`src/rtl/buzzer_lockin.sv`:
```
// buzzer_lockin: sync/debounce four buttons, lock in the first press after arm; optional false-start flags via FALSE_START_EN
module buzzer_lockin #(
  parameter int N_PLAYERS = 4,
  parameter int DEBOUNCE_CYCLES = 16
) (
  input  logic                 clk,
  input  logic                 rst_n,
  input  logic [N_PLAYERS-1:0] btn_raw,
  input  logic                 arm,
  input  logic                 clear,
  output logic                 armed,
  output logic                 winner_valid,
  output logic [N_PLAYERS-1:0] winner_onehot,
  output logic [1:0]           winner_idx,
  output logic                 tie,
  output logic [N_PLAYERS-1:0] foul
);
  localparam int CW = $clog2(DEBOUNCE_CYCLES + 1);
  typedef enum logic [1:0] {IDLE, ARMED, LOCKED} state_t;
  state_t state;
  logic [N_PLAYERS-1:0] s1, s2, lvl, lvl_d, press, elig, low;
  logic [CW-1:0] cnt [N_PLAYERS];
  logic [1:0] low_idx;
  logic multi;
  always_ff @(posedge clk or negedge rst_n)
    if (!rst_n) begin
      s1 <= '0;
      s2 <= '0;
      lvl <= '0;
      lvl_d <= '0;
      for (int i = 0; i < N_PLAYERS; i++) cnt[i] <= '0;
    end else begin
      s1 <= btn_raw;
      s2 <= s1;
      lvl_d <= lvl;
      for (int i = 0; i < N_PLAYERS; i++)
        if (s2[i] == lvl[i]) cnt[i] <= '0;
        else if (cnt[i] == CW'(DEBOUNCE_CYCLES)) begin
          cnt[i] <= '0;
          lvl[i] <= ~lvl[i];
        end else cnt[i] <= cnt[i] + 1'b1;
    end
  assign press = lvl & ~lvl_d;
`ifdef FALSE_START_EN
  assign elig = press & ~foul;
  // foul survives the whole round and is dropped only when clear returns to IDLE
  always_ff @(posedge clk or negedge rst_n)
    if (!rst_n) foul <= '0;
    else if (state == IDLE) foul <= foul | press;
    else if (clear && (state == LOCKED || (state == ARMED && elig == '0))) foul <= '0;
`else
  assign elig = press;
  assign foul = '0;
`endif
  assign low = elig & (~elig + N_PLAYERS'(1));
  assign low_idx = elig[0] ? 2'd0 : elig[1] ? 2'd1 : elig[2] ? 2'd2 : 2'd3;
  assign multi = (elig & (elig - N_PLAYERS'(1))) != '0;
  assign armed = state == ARMED;
  assign winner_valid = state == LOCKED;
  always_ff @(posedge clk or negedge rst_n)
    if (!rst_n) begin
      state <= IDLE;
      winner_onehot <= '0;
      winner_idx <= '0;
      tie <= 1'b0;
    end else
      case (state)
        IDLE: state <= (arm && !clear) ? ARMED : IDLE;
        ARMED:
          if (elig != '0) begin
            state <= LOCKED;
            winner_onehot <= low;
            winner_idx <= low_idx;
            tie <= multi;
          end else if (clear) state <= IDLE;
        LOCKED:
          if (clear) begin
            state <= IDLE;
            winner_onehot <= '0;
            winner_idx <= '0;
            tie <= 1'b0;
          end
        default: state <= IDLE;
      endcase
endmodule

```
`config.mk`:
```
export PLATFORM = sky130hd
export DESIGN_NAME = buzzer_lockin
export DESIGN_NICKNAME = d
export VERILOG_FILES = /design/src/rtl/buzzer_lockin.sv
export SDC_FILE = /design/constraint.sdc
export NUM_CORES = 1
export LEC_CHECK = 0
export CAP_MARGIN = 20
export CORE_MARGIN = 5
export CORE_UTILIZATION = 35
export DETAILED_ROUTE_END_ITERATION = 7
export GPL_TIMING_DRIVEN = 0
export PLACE_DENSITY = 0.61
export SLEW_MARGIN = 20
export SYNTH_ARGS = -nofsm -noshare
export SYNTH_HDL_FRONTEND = slang
export SYNTH_SLANG_ARGS = --single-unit
```
`constraint.sdc`:
```
create_clock -name clk -period 1.41 [get_ports clk]
set_clock_uncertainty 0.15 [all_clocks]
set_input_delay 0.2115 -clock clk [delete_from_list [all_inputs] [get_ports clk]]
set_output_delay 0.2115 -clock clk [all_outputs]
set_load 0.1 [all_outputs]
```
# --- Word-level counts from Yosys, hierarchy flattened ---
# Index checks and enable logic that the tools add are counted.
classes:
  n_addsub: 6
  eq_ne: 12
  n_mux: 24
  bitwise_logic: 13
  reduce_logical: 11
op_table:
  columns: ["cell", "n"]
  rows:
  - ["5-bit two-way mux", 8]
  - ["5-bit by 1-bit adder with 5-bit output (second input constant)", 4]
  - ["5-bit equality test (second input constant)", 4]
  - ["4-bit AND", 3]
  - ["2-bit two-way mux", 6]
  - ["4-bit two-way mux", 2]
  - ["1-bit NOT", 8]
  - ["4-bit NOT", 2]
  - ["4-bit one-hot mux with 2 select lines", 1]
  - ["2-bit AND reduction", 4]
  - ["4-bit nonzero test", 2]
  - ["2-bit one-hot mux with 3 select lines", 1]
  - ["4-bit by 1-bit adder with 4-bit output (second input constant)", 1]
  - ["1-bit equality test", 4]
  - ["1-bit two-way mux", 4]
  - ["2-bit one-hot mux with 2 select lines", 1]
  - ["4-bit by 1-bit subtractor with 4-bit output (second input constant)", 1]
  - ["3-bit AND reduction", 1]
  - ["2-bit by 1-bit equality test with 1-bit output (second input constant)", 1]
  - ["2-bit equality test (second input constant)", 1]
  - ["2-bit zero test", 1]
  - ["2-bit by 1-bit inequality test with 1-bit output (second input constant)", 1]
  - ["2-bit inequality test (second input constant)", 1]
  - ["1-bit one-hot mux with 2 select lines", 1]
  - ["3 further kinds", 3]
word_totals:
  regBits: 45
  in_bits: 8
  out_inout_bits: 13
  word_cells: 81

# --- Longest topological paths before layout ---
# Gate-level depths: netlist of run 1.
depth:
  ltp_word: 7
  ltp_mapped: 5
  depth_no_buf: 5

# --- Worst setup path after synthesis of run 1 ---
# OpenSTA, ideal clock, no wires.
synth_path:
  path_kind: "register to register"
  start: "register state[0]"
  end: "register winner_onehot[0]"
  setup_time_ps: 123
  arrival_time_ps: 2554
  required_ps: 1137
  slack_ps: -1417
  path_stages_with_launch: 4
  n_path_buf: 0
  synth_period_minus_slack_ps: 2827
  cell_sequence: "dfrtp_1 > nor2b_1 > nand2_1 > a32o_1"
synth_via:
  elab_chain_cells: 3
  elab_cells_between_ends: 7
  classes_between: "eq/ne: 4; mux: 1; reduce/logical: 2"
synth_lines:
  columns: ["element", "line", "rtl"]
  rows:
  - ["start, declared", "20", "state_t state;"]
  - ["start signal, assigned", "68", "IDLE: state <= (arm && !clear) ? ARMED : IDLE;"]
  - ["2-bit equality test (*)", null, null]
  - ["net winner_valid", "12", "output logic winner_valid,"]
  - ["2-bit inequality test (no line) / 2-bit nonzero test (equally long branches)", null, null]
  - ["3-bit AND reduction (no line)", null, null]
  - ["end signal, assigned", "72", "winner_onehot <= low;"]
  - ["end, declared", "13", "output logic [N_PLAYERS-1:0] winner_onehot,"]
# Mark *: on every way through the listed nets, which the timed path passes. The rest lies on a longest branch.
# A chain may end at the register's enable or synchronous reset.

# --- Worst setup path in the final report of run 1 ---
layout_path:
  start: "register lvl[3]"
  end: "register winner_idx[1]"
layout_via:
  elab_chain_cells: 4
layout_lines:
  columns: ["element", "line", "rtl"]
  rows:
  - ["start, declared", "21", "logic [N_PLAYERS-1:0] s1, s2, lvl, lvl_d, press, elig, low;"]
  - ["start signal, assigned by index", "40", "lvl[i] <= ~lvl[i];"]
  - ["4-bit AND", "43", "assign press = lvl & ~lvl_d;"]
  - ["4-bit nonzero test", "70", "if (elig != '0) begin"]
  - ["2-bit by 1-bit inequality test with 1-bit output (no line)", null, null]
  - ["3-bit AND reduction (no line)", null, null]
  - ["end signal, assigned", "73", "winner_idx <= low_idx;"]
  - ["end, declared", "14", "output logic [1:0] winner_idx,"]
# No other way between the ends.

==> results of run 1 <==
-- placed cells by master, fill, tap and decap left out, types with 5 or more instances in the layout --
cell | netlist | routed
buf_4 | 4 | 30
ha_1 | 8 | 8
inv_1 | 10 | 9
nand2_1 | 9 | 5
and2_1 | 6 | 6
clkbuf_8 | 0 | 6
nor2_1 | 16 | 16
dfrtp_1 | 45 | 42
clkdlybuf4s50_1 | 0 | 6
xnor2_1 | 7 | 7
nand3_1 | 12 | 8
xor2_1 | 10 | 8
-- cells by family (layout without fill, tap and decap cells) --
| group | count (synthesis) | in the layout | synth area share (%) |
|---|---|---|---|
| buffers and inverters | 15 | 62 | 4.034 |
| other | 1 | 4 | 0.1919 |
| AO/OA/AOI/OAI | 16 | 16 | 6.467 |
| flip-flops | 45 | 45 | 57.62 |
| adder cells (fa/ha/maj) | 8 | 8 | 5.122 |
| AND/OR/NAND/NOR | 60 | 60 | 16.13 |
| XOR/XNOR | 17 | 17 | 7.618 |
| multiplexers | 5 | 5 | 2.817 |
-- sequential cells by signal, indices dropped and copies added (netlist names) --
register / cells
s1: 4
state: 2
s2: 4
winner_onehot: 4
lvl: 4
lvl_d: 4
cnt: 20
tie: 1
winner_idx: 2
-- where the power goes --
group / total, mW / switching [mW] / internal (mW)
clock: 0.804 / 0.404 / 0.400
sequential: 1.40 / 0.0524 / 1.35
combinational: 0.459 / 0.300 / 0.159
total: 2.66 / 0.757 / 1.91
-- path summary, 6_finish.rpt --
| kind | slack, ns | from | endpoint | cells past startpoint |
|---|---|---|---|---|
| max | -0.12 | lvl[3]$_DFFE_PN0P_ | winner_idx[1]$_DFFE_PN0P_ | 5 |
| min | 0.20 | s1[2]$_DFF_PN0_ | s2[2]$_DFF_PN0_ | 0 |
| max reg2reg | -0.12 | lvl[3]$_DFFE_PN0P_ | winner_idx[1]$_DFFE_PN0P_ | 5 |
| min reg2reg | 0.20 | s1[2]$_DFF_PN0_ | s2[2]$_DFF_PN0_ | 0 |
| max in group asynchronous | 0.34 | rst_n | lvl[2]$_DFFE_PN0P_ | 3 |
| min in group asynchronous | 0.26 | rst_n | cnt[16]$_DFF_PN0_ | 2 |
-- layer usage --
| metal | vias to the layer above | wire length [um] |
|---|---|---|
| li1 | 642 | - |
| met1 | 616 | 1573 |
| met2 | 22 | 1739 |
| met3 | 8 | 157 |
| met4 | 0 | 66 |
| met5 | - | 0 |
-- critical path, delay by kind of cell, from the launching register on --
kind	cells	cell delay, ns
simple gates	2	0.29
compound gates	2	0.43
buf+inv	1	0.18
flops	1	0.40
-- timing repair --
item,CTS,global route
resized for setup,72,32
gates cloned,1,0
buffers inserted,13,8
setup endpoints to repair,23,21
pin swaps,3,13
endpoints found under the hold margin,20,0
hold buffers,1,0
-- per-stage QoR --
| stage | cells | instance area, um2 | utilization, % |
|---|---|---|---|
| floorplan | 170 | 1978 | - |
| global placement | 258 | 2228 | 40.72 |
| detailed placement | 259 | 2243 | 40.99 |
| CTS | 282 | 2489 | 45.47 |
| global route | 289 | 2700 | 49.34 |
| finish | 289 | 2700 | 49.34 |
-- area by class of cell --
type                    count  area (um2)
plain buffers               4       30.03
clock buffers               8       90.09
fillers                   498        2773
inverters                  10       41.29
multi-input cells         110       954.7
flip-flops and latches     45        1130
well taps                  72       90.09
repair buffers             40       364.1
==> impl_metrics.json, run 1 <==
{
  "status": "finished, violations left",
  "violations": "setup timing",
  "nets": 232,
  "grt_pass1_wl_um": 6230,
  "grt_pass1_vias": 1377,
  "cp.arrival_ns": 1.59,
  "preCtsSetupSlack_ns": -0.9021,
  "hp-class": "flip-flop to flip-flop",
  "post-dp-hpwl_um": 2176,
  "period_minus_slack_ns": 1.527,
  "synth_top_flop_cell": "dfrtp_1",
  "ys_async_sr_fraction_pct": 100.0,
  "synth_seq_cells": 45,
  "postSynthCellCount": 167,
  "final_hold_viol_count": 0,
  "clkLatencyLatePin_ns": 0.29,
  "drt-initial-drc-count": 37,
  "path_max_fanout": 5,
  "gp_congestion": 0.7652,
  "cts_tree": "done",
  "grt-ovfl-total": 0,
  "fin_setup_tns_ns": -0.9058,
  "synth_top_area_share_pct": 57.62,
  "postSynthAreaPerCell_um2": 11.70,
  "drcViolationCount": 0,
  "holdWs_ns": 0.2008,
  "num_rows": 27,
  "setup_viol": 11,
  "syn_area_um2": 1954,
  "power_mw": 2.664,
  "io_buffers": 16,
  "path_cells": "and2b_2 -> o41ai_4 -> buf_6 -> nand3_2 -> o21ai_1",
  "core_area_um2": 5473,
  "crit_type": "flip-flop to flip-flop",
  "synthTopCellsByArea": "dfrtp_1 58%, ha_1 5.1%, xor2_1 4.5%, xnor2_1 3.1%, nand3_1 3.1%",
  "cts_max_path_buffers": 2,
  "die_h_um": 84.73,
  "ctsHtreeMaxLevel": 2,
  "slowest_stage": "dfrtp_1",
  "synth_area_leader_cell": "dfrtp_1",
  "grt.total_usage_pct": 10.92,
  "viasPerCell": 4.457,
  "synth.most_common_cell": "dfrtp_1",
  "ioPinCount": 21,
  "synth_edf_count": 0,
  "timing.fmax_ghz": 0.6547,
  "area_growth_syn_to_layout_pct": 38.16,
  "synth_warnings": 0,
  "dr.pass1.iters": 4,
  "clock_sinks": 45,
  "grtUsageMet3_pct": 3.337,
  "startpoint_type": "flip-flop",
  "wire_per_inst_um": 12.24,
  "met2_usage_pct": 17.86,
  "maxCapViolCount": 0,
  "rsz0062_at_grt": "true",
  "cp_data_required_time_ns": 1.48,
  "start_util_pct": 35.71,
  "vias": 1288,
  "busiest_layer": "met2",
  "peakVddDrop_mv": 0.4002,
  "synth.distinct_cells": 32,
  "synth_common_cells": "45 x dfrtp_1, 16 x nor2_1, 12 x nand3_1, 10 x inv_1, 10 x xor2_1",
  "antenna_found_initial": 0,
  "final_layout_size_suffix_gt1_share_pct": 35.94,
  "power.leakage_nw": 1.276,
  "fin_crit_sh_pct": 108.3,
  "wirelength_um": 3536,
  "cts_made_buffers": 5,
  "dieArea_um2": 7178,
  "die_width_um": 84.73,
  "cts_root_buf": "clkbuf_8",
  "slew_violations": 0,
  "grt_max_degree": 26,
  "postRouteAntennaNets": 0,
  "globalRouteMet1Util_pct": 13.28,
  "cp_slowest_stage_delay_ns": 0.40,
  "seq_area_frac_synth_pct": 57.62,
  "clk_pin_slew_ns": 0.08,
  "power_density_nw_per_um2": 986.8,
  "n_antenna_cell": 0,
  "worst_slack_ns": -0.1174,
  "cp-end-kind": "flip-flop"
}
No activity file was read; power rests on OpenSTA's default activity.
==> run 2: changes to the inputs <==
- CORE_MARGIN: 5 -> 2
- PLACE_DENSITY: 0.61 -> 0.59
- TNS_END_PERCENT: default -> 50
- clock period: 1.41 -> 1.9 ns (I/O delays scaled with it)
==> impl_metrics.json, run 2 (synthesis results as in run 1) <==
{
  "p_comb_share_pct": 15.1,
  "start_util_pct": 35.93,
  "maxCapViolCount": 0,
  "worst_slack_ns": 0.08205,
  "cp_data_required_time_ns": 1.46,
  "clk_pin_slew_ns": 0.08,
  "drcViolationCount": 0,
  "startpoint_type": "flip-flop",
  "slew_violations": 0,
  "power_density_nw_per_um2": 809.0,
  "crit_type": "flip-flop to output pin",
  "largest_register_ffs": 20,
  "worst-path-buf-inv": 2,
  "slew_headroom_pct": 63.85,
  "hp-class": "flip-flop to flip-flop",
  "cts_tree": "done",
  "p_sw_mw": 0.5602,
  "grt_pass1_wl_um": 5333,
  "power.leakage_nw": 1.114,
  "path_max_fanout": 6,
  "grtUsageMet3_pct": 3.636,
  "preCtsSetupSlack_ns": -0.4879,
  "pwr-share-clk_pct": 30.3,
  "grt-ovfl-total": 0,
  "busiest_layer": "met2",
  "vias": 1196,
  "final_common_cell": "dfrtp_1",
  "setup_viol": 0,
  "nets": 211,
  "seq_power_share_pct": 54.6,
  "holdWs_ns": 0.2017,
  "cp_slowest_stage_delay_ns": 0.46,
  "slowest_stage": "dfrtp_1",
  "dieArea_um2": 6198,
  "io_buffers": 16,
  "cp.arrival_ns": 1.38,
  "path_cells": "nand2b_1 -> clkinvlp_4 -> buf_6",
  "peakVddDrop_mv": 0.3437,
  "drt-initial-drc-count": 85,
  "area_growth_syn_to_layout_pct": 19.85,
  "wire_per_inst_um": 11.04,
  "dp.cells": 259,
  "gp_congestion": 0.7363,
  "status": "complete, no violations",
  "final_cell_mix": "45 x dfrtp_1, 16 x nor2_1, 12 x nand3_1",
  "grt_pass1_vias": 1206,
  "ctsHtreeMaxLevel": 2,
  "final_layout_size_suffix_gt1_share_pct": 16.92,
  "fin_crit_sh_pct": 95.68,
  "p_sw_share_pct": 29.57,
  "timing.fmax_ghz": 0.5501,
  "period_minus_slack_ns": 1.818,
  "worstMarginPinSlew_ns": 0.5448,
  "globalRouteMet1Util_pct": 14.06,
  "placed_cell_area_um2": 2242,
  "met2_usage_pct": 17.69,
  "final_hold_viol_count": 0,
  "clock_sinks": 45,
  "die_h_um": 78.73,
  "largest-register": "cnt",
  "fin_area_um2": 2342,
  "cp-end-kind": "output pin",
  "grt.total_usage_pct": 11.09,
  "postRouteAntennaNets": 0,
  "postCtsSetupRepairBufs": 0,
  "ioPinCount": 21,
  "cts_made_buffers": 5,
  "antenna_found_initial": 0,
  "grt_max_degree": 32,
  "cts_root_buf": "clkbuf_8",
  "core_area_um2": 5439,
  "crit_family": "flip-flops",
  "rsz0062_at_grt": "false",
  "post-dp-hpwl_um": 2129,
  "dr.pass1.iters": 4,
  "cts_max_path_buffers": 2,
  "instances_no_fill": 267,
  "wirelength_um": 2949,
  "n_antenna_cell": 0,
  "clkLatencyLatePin_ns": 0.29,
  "viasPerCell": 4.479,
  "p_int_mw": 1.335,
  "num_rows": 27,
  "fin_util_pct": 43.06,
  "die_width_um": 78.73
}
==> run 2: cell count changes in the layout (fill, tap and decap cells not counted), sizes merged <==
| cell | previous run | this run |
|---|---|---|
| buf | 37 | 9 |
| clkbuf | 8 | 5 |
| clkdlybuf4s15 | 0 | 7 |
| clkinvlp | 1 | 2 |
| clkinv | 0 | 1 |
==> run 2: worst register-to-register path, delay by kind of cell (launching register included) <==
| family | cells | cell delay, ns |
|---|---|---|
| AO/OA/AOI/OAI | 2 | 0.72 |
| flip-flops | 1 | 0.42 |
| buffers and inverters | 1 | 0.13 |
| AND/OR/NAND/NOR | 1 | 0.14 |
==> run 2: per-layer routing <==
metal / share of wire (%) / wire [um] / vias up
met4: 0.98 / 29 / 0
met2: 46 / 1346 / 19
met3: 4.6 / 136 / 4
li1: - / - / 599
met5: 0 / 0 / -
met1: 49 / 1436 / 574
==> run 2: worst paths after layout <==
| kind | from | endpoint | slack [ns] | depth (start not counted) |
|---|---|---|---|---|
| max | state[0]$_DFF_PN0_ | armed | 0.08 | 3 |
| min | s1[3]$_DFF_PN0_ | s2[3]$_DFF_PN0_ | 0.20 | 0 |
| max reg2reg | lvl[0]$_DFFE_PN0P_ | winner_idx[1]$_DFFE_PN0P_ | 0.21 | 4 |
| min reg2reg | s1[3]$_DFF_PN0_ | s2[3]$_DFF_PN0_ | 0.20 | 0 |
| max in group asynchronous | rst_n | tie$_DFFE_PN0P_ | 0.85 | 3 |
| min in group asynchronous | rst_n | cnt[10]$_DFF_PN0_ | 0.27 | 2 |
==> run 2: cell type report <==
cell class	instances	area, um2
buffer	5	41.29
clock buffer	5	68.82
clock inverter	2	16.27
fill	527	3097
inverter	10	41.29
multi-input combinational	110	768.2
sequential	45	1126
tap	72	90.09
timing repair buffer	18	190.2
==> run 2: metrics by stage <==
step / power (mW) / TNS, ns
floorplan: 1.257 / 0
global placement: 1.337 / -40.00
detailed placement: 1.346 / -0.8935
CTS: 1.922 / 0
global route: 1.991 / 0
finish: 1.895 / 0
==> run 2: power by group through the flow <==
stage,sequential (mW),clock [mW],combinational [mW]
after floorplan,1.14,0,0.121
after global placement,1.05,0,0.283
after detailed placement,1.05,0,0.292
after CTS,1.04,0.597,0.290
after global routing,1.04,0.636,0.313
final,1.03,0.574,0.286
==> run 2: what timing repair did <==
item,4_1_cts,5_1_grt
hold buffers,1,0
endpoints found under the hold margin,14,0
gates resized for setup,32,1
setup endpoints to repair,9,1
==> run 3: changes to the inputs <==
- CAP_MARGIN: 20 -> default
==> results of run 3 <==
Final layout, timing and power as in run 2 (identical DEF).
